File: src/rtl/move_recorder_pkg.sv
// move_recorder_pkg: direction codes, button indices, recorder state encoding
// and the press priority selector shared by the move recorder.
`timescale 1ns/1ps
`default_nettype none

package move_recorder_pkg;

  // Direction codes shared with the display and solver path
  localparam logic [1:0] UP    = 2'd0;
  localparam logic [1:0] DOWN  = 2'd1;
  localparam logic [1:0] LEFT  = 2'd2;
  localparam logic [1:0] RIGHT = 2'd3;

  localparam int BTN_UP    = 4;
  localparam int BTN_DOWN  = 3;
  localparam int BTN_LEFT  = 2;
  localparam int BTN_RIGHT = 1;
  localparam int BTN_UNDO  = 0;

  typedef enum logic [1:0] {
    EMPTY = 2'd0,
    REC   = 2'd1,
    FULL  = 2'd2
  } state_t;

  typedef struct packed {
    logic       valid;
    logic       undo;
    logic [1:0] code;
  } action_t;

  // Highest-priority new press wins: UP > DOWN > LEFT > RIGHT > UNDO
  function automatic action_t prio_select(input logic [4:0] presses);
    action_t a;
    a.valid = 1'b1;
    a.undo  = 1'b0;
    a.code  = UP;
    if (presses[BTN_UP]) begin
      a.code = UP;
    end else if (presses[BTN_DOWN]) begin
      a.code = DOWN;
    end else if (presses[BTN_LEFT]) begin
      a.code = LEFT;
    end else if (presses[BTN_RIGHT]) begin
      a.code = RIGHT;
    end else if (presses[BTN_UNDO]) begin
      a.undo = 1'b1;
    end else begin
      a.valid = 1'b0;
    end
    return a;
  endfunction

endpackage

`default_nettype wire

File: src/rtl/move_recorder_btn_edge.sv
// btn_edge: two-flop button synchronizer, free-running sample tick and
// press flags; emits one-clock new-press strobes on tick cycles only.
`timescale 1ns/1ps
`default_nettype none

module btn_edge #(
  parameter int N      = 5,
  parameter int TICK_W = 10
) (
  input  logic         clk,
  input  logic         rst_n,
  input  logic [N-1:0] btn,
  output logic [N-1:0] new_press,
  output logic         tick
);

  logic [N-1:0]      sync1;
  logic [N-1:0]      btn_s;
  logic [N-1:0]      flag;
  logic [TICK_W-1:0] tick_cnt;

  assign tick      = (tick_cnt == '0);
  assign new_press = tick ? (btn_s & ~flag) : '0;

  always_ff @(posedge clk) begin
    if (!rst_n) begin
      sync1    <= '0;
      btn_s    <= '0;
      flag     <= '0;
      tick_cnt <= '0;
    end else begin
      sync1    <= btn;
      btn_s    <= sync1;
      tick_cnt <= tick_cnt + 1'b1;
      // A flag latches on a new press and drops once the button reads released
      if (tick) begin
        flag <= (flag | new_press) & btn_s;
      end
    end
  end

endmodule

`default_nettype wire

File: src/rtl/move_recorder.sv
// move_recorder: records debounced button presses as packed 2-bit moves with
// undo, clear, lock and a bounded buffer; feeds ord/cnt to the display path.
`timescale 1ns/1ps
`default_nettype none

module move_recorder
  import move_recorder_pkg::*;
#(
  parameter int TICK_W    = 10,
  parameter int MAX_MOVES = 32
) (
  input  logic        clk,
  input  logic        rst_n,
  input  logic [4:0]  btn,
  input  logic        clr,
  input  logic        lock,
  output logic [63:0] ord,
  output logic [63:0] cnt,
  output logic        full,
  output logic        rec_pulse,
  output logic        ovf_pulse
);

  localparam logic [5:0] MAX_CNT = 6'(MAX_MOVES);

  logic [4:0]  new_press;
  logic        tick;
  action_t     act;
  logic [5:0]  count;
  logic [5:0]  count_m1;
  logic [63:0] ord_r;
  logic [5:0]  rec_idx;
  logic [5:0]  undo_idx;
  logic        is_dir;
  logic        do_rec;
  logic        do_ovf;
  logic        do_undo;
  state_t      state;
  state_t      next_state;

  btn_edge #(
    .N      (5),
    .TICK_W (TICK_W)
  ) u_btn_edge (
    .clk       (clk),
    .rst_n     (rst_n),
    .btn       (btn),
    .new_press (new_press),
    .tick      (tick)
  );

  assign act      = prio_select(new_press);
  assign count_m1 = count - 6'd1;
  // Record only happens below capacity and undo only above zero, so both
  // slot numbers stay within 0..31
  assign rec_idx  = {count[4:0], 1'b0};
  assign undo_idx = {count_m1[4:0], 1'b0};

  // Lock and clear both suppress every buffer action
  assign is_dir  = tick & act.valid & ~act.undo & ~lock & ~clr;
  assign do_rec  = is_dir & (count < MAX_CNT);
  assign do_ovf  = is_dir & (count == MAX_CNT);
  assign do_undo = tick & act.valid & act.undo & ~lock & ~clr & (count != 6'd0);

  always_ff @(posedge clk) begin
    if (!rst_n) begin
      ord_r     <= '0;
      count     <= '0;
      rec_pulse <= 1'b0;
      ovf_pulse <= 1'b0;
    end else begin
      rec_pulse <= do_rec | do_undo;
      ovf_pulse <= do_ovf;
      if (clr) begin
        ord_r <= '0;
        count <= '0;
      end else if (do_rec) begin
        ord_r[rec_idx +: 2] <= act.code;
        count               <= count + 6'd1;
      end else if (do_undo) begin
        ord_r[undo_idx +: 2] <= 2'd0;
        count                <= count_m1;
      end
    end
  end

  always_ff @(posedge clk) begin
    if (!rst_n) begin
      state <= EMPTY;
    end else begin
      state <= next_state;
    end
  end

  always_comb begin
    next_state = state;
    if (clr) begin
      next_state = EMPTY;
    end else begin
      case (state)
        EMPTY: begin
          if (do_rec) begin
            next_state = (count + 6'd1 == MAX_CNT) ? FULL : REC;
          end
        end
        REC: begin
          if (do_rec && (count + 6'd1 == MAX_CNT)) begin
            next_state = FULL;
          end else if (do_undo && (count_m1 == 6'd0)) begin
            next_state = EMPTY;
          end
        end
        FULL: begin
          if (do_undo) begin
            next_state = (count_m1 == 6'd0) ? EMPTY : REC;
          end
        end
        default: next_state = EMPTY;
      endcase
    end
  end

  always_comb begin
    full = (state == FULL);
  end

  assign ord = ord_r;
  assign cnt = {58'd0, count};

endmodule

`default_nettype wire

File: config.mk
export PLATFORM = sky130hd
export DESIGN_NAME = move_recorder
export DESIGN_NICKNAME = d
export VERILOG_FILES = /design/src/rtl/move_recorder_pkg.sv /design/src/rtl/move_recorder_btn_edge.sv /design/src/rtl/move_recorder.sv
export SDC_FILE = /design/constraint.sdc
export NUM_CORES = 1
export LEC_CHECK = 0
export CAP_MARGIN = 10
export CORE_MARGIN = 2
export CORE_UTILIZATION = 54
export CTS_CLUSTER_SIZE = 24
export DETAILED_ROUTE_END_ITERATION = 10
export PLACE_DENSITY = 0.85
export SLEW_MARGIN = 40
export SYNTH_ARGS = -nofsm -noshare
export SYNTH_HDL_FRONTEND = slang
export SYNTH_SLANG_ARGS = --single-unit
File: constraint.sdc
create_clock -name clk -period 9.75 [get_ports clk]
set_clock_uncertainty 0.2 [all_clocks]
set_input_delay 2.925 -clock clk [delete_from_list [all_inputs] [get_ports clk]]
set_output_delay 2.925 -clock clk [all_outputs]
set_load 0.1 [all_outputs]
==> results.json <==
{
  "viasPerCell": 5.87,
  "data_required_time_of_the_critical_path_ns": 9.83,
  "cts.repair_timing.setup_buffer_count": 0,
  "antenna_violating_nets_post_route": 0,
  "critical_path.reg2reg.endpoint": "ord[41]",
  "worst_path_dominant_cell_family": "simple AND/OR/NAND/NOR gates",
  "gpl.final_weighted_congestion": 0.998,
  "layout.cells.most_common": "o21ai_0",
  "tritoncts": "yes",
  "netlist.top_cell.by_area": "dfxtp_1",
  "yosys_most_used_dff": "dfxtp_1",
  "cp_num_cells": 7,
  "finalWirelength_um": 15200,
  "max-slew-margin-rel_pct": 43.9,
  "cp_data_arrival_time_ns": 5.38,
  "num_vias": 5412,
  "critical_path.endpoint_type": "register",
  "place_hpwl_um": 11000,
  "clk_path_buf_depth": 2,
  "slew_violations": 0,
  "dpl-instance-area_mm2": 0.00596,
  "grt_start_max_net_pins": 67,
  "path_cells": "clkdlybuf4s50_1 > nor2_1 > nand4b_1 > nor3_2 > nand2_1 > o31ai_1 > o21ai_0",
  "worstSetupStartpointType": "input pin",
  "rr_startpoint": "count[1]",
  "worst_setup_hold_path_clk_slew_ns": 0.11,
  "worstRegToRegCells": 8,
  "power_density_mw_per_mm2": 136,
  "hold_viol": 0,
  "die_width_um": 106,
  "first_iter_violations": 438,
  "total_cts_buffers": 9,
  "floorplan.io_pins": 140,
  "portBuffers": 81,
  "synth_cells": 723,
  "timing.max_cap.violations": 0,
  "area_growth_pct": 10.3,
  "final_sum_of_negative_setup_slack_ns": 0,
  "diodes": 0,
  "result_of_the_run": "finished, final reports clean",
  "worst-r2r-setup-slack_ns": 5.80,
  "netlist-cell-type-count": 58,
  "final_cell_area_excluding_filler_cells_mm2": 0.00620,
  "skew_pair_late_insertion_delay_ns": 0.38,
  "finish.net_count": 799,
  "fp-row-count": 37,
  "worstPathBufferInverterCount": 1,
  "crit_end": "ord[19]",
  "yosysSeqAreaShare_pct": 35.2,
  "detail_route.drc_violations": 0,
  "worst_slew_pin_slew_ns": 0.835,
  "wl_per_cell_um": 16.5,
  "final_min_period_over_clock_period_pct": 54.4,
  "synth_async_sr_flop_share_pct": 0,
  "crit_fanout": 10,
  "edff_count_synth": 0,
  "mostFrequentLayoutCells": "102 x o21ai_0, 99 x nand2_1, 97 x dfxtp_1",
  "fraction_of_final_layout_cells_with_drive_strength_greater_than_1_pct": 16.5,
  "rsz0062_at_grt": "false",
  "post-synth-top-area-fraction_pct": 35.2,
  "layout_min_cycle_time_ns": 5.31,
  "cts-root-buf": "clkbuf_8",
  "post_synth_instance_area_mm2": 0.00563,
  "cts.htree.levels": 3,
  "initial_utilization_pct": 55.0,
  "core_region_area_mm2": 0.0102,
  "tot_gr_track_use_pct": 26.5,
  "floorplan_die_area_mm2": 0.0112,
  "finalSetupViolCount": 0,
  "antenna_found_initial": 0,
  "dieHeight_um": 106,
  "holdBufCountCts": 0,
  "fmax_mhz": 188,
  "timing.critical_path.slowest_stage_cell": "nor3_2",
  "worst_path_largest_cell_delay_ns": 0.63,
  "cts_sinks": 99,
  "synth-seq-cells": 99,
  "leakage_nw": 2.44,
  "drtPass1Iterations": 6,
  "cts-resized-gates": 0,
  "hold_class": "reg2reg",
  "grt_first_pass_wirelength_um": 24100,
  "fill_cells": 958,
  "min_path_cells": 1,
  "grt_pass1_vias": 4905,
  "timing.setup.critical_path_class": "in2reg",
  "largest_cells_by_area_after_synthesis": "dfxtp_1 35%, o21ai_0 9.2%, buf_4 7.7%",
  "power.total_mw": 0.843,
  "mean_instance_size_in_the_synthesized_netlist_um2": 7.78,
  "ir_worst_vdd_uv": 79.0,
  "globalRouteOverflowTotal": 0,
  "crit_path_start": "clr",
  "yosys_warnings": 0
}
-- metal layers --
layer | global-route usage [%] | wire (um) | vias up
li1 | - | - | 2577
met1 | 32.8 | 6130 | 2506
met2 | 44.3 | 7430 | 274
met3 | 3.92 | 1010 | 55
met4 | 14.8 | 627 | 0
met5 | 0 | 0 | -
-- layout make-up --
type	count	area, um^2	share of cell area [%]
clock buffer	10	138	2.22
tap	136	170	2.74
multi-input combinational	575	3310	53.4
timing repair buffer	87	487	7.85
clock inverter	6	78.8	1.27
inverter	9	33.8	0.545
sequential	99	1980	32.0
-- cell usage after synthesis, types with 5 or more instances --
master,count
dfxtp_1,99
a21oi_1,54
o21ai_0,103
o311ai_0,5
and3_1,6
nand3_1,35
nand2_1,99
inv_1,9
ha_1,9
and2_1,24
buf_4,58
nor2b_1,20
nor2_1,15
o22ai_1,11
nor3_1,23
or3_1,5
clkbuf_1,27
buf_2,11
mux2i_1,10
nand4_1,12
xnor2_1,11
nand2b_1,6
-- power breakdown --
| part | switching (mW) | total (mW) | internal (mW) |
|---|---|---|---|
| combinational | 0.128 | 0.143 | 0.0149 |
| sequential | 0.00271 | 0.411 | 0.408 |
| clock | 0.158 | 0.289 | 0.131 |
-- worst min-delay path by stage --
stage / start / to / slack, ns
floorplan: u_btn_edge.sync1[0] / u_btn_edge.btn_s[0] / 0.21
global placement: u_btn_edge.sync1[4] / u_btn_edge.btn_s[4] / 0.21
detailed placement: u_btn_edge.sync1[2] / u_btn_edge.btn_s[2] / 0.22
CTS: u_btn_edge.sync1[2] / u_btn_edge.btn_s[2] / 0.24
global route: u_btn_edge.sync1[4] / u_btn_edge.btn_s[4] / 0.25
finish: u_btn_edge.sync1[2] / u_btn_edge.btn_s[2] / 0.24
-- state kept, by name, summed over array words and instances (netlist names) --
signal	count
u_btn_edge.btn_s	5
u_btn_edge.flag	5
state	2
ord	64
u_btn_edge.sync1	5
count	6
rec_pulse	1
u_btn_edge.tick_cnt	10
ovf_pulse	1
-- cell families after synthesis --
| group | Yosys count | share of synthesized area (%) |
|---|---|---|
| multiplexers | 13 | 2.38 |
| XOR/XNOR | 14 | 2.18 |
| other | 1 | 0.0667 |
| flip-flops | 99 | 35.2 |
| adder cells (fa/ha/maj) | 9 | 2.00 |
| AND/OR/NAND/NOR | 274 | 26.0 |
| AO/OA/AOI/OAI | 207 | 21.0 |
| buffers and inverters | 106 | 11.2 |
-- through the flow --
stage          hold WS, ns  utilization [%]  worst slack, ns  std cells
3_3_place_gp         0.215             61.3             3.95        904
3_5_place_dp         0.218             58.3             3.88        904
5_1_grt              0.253             60.6             4.28        922
2_1_floorplan        0.212                -             4.89        780
4_1_cts              0.243             60.4             4.25        920
6_report             0.242             60.6             4.44        922
Note: power is estimated with default switching activity, not from simulation.
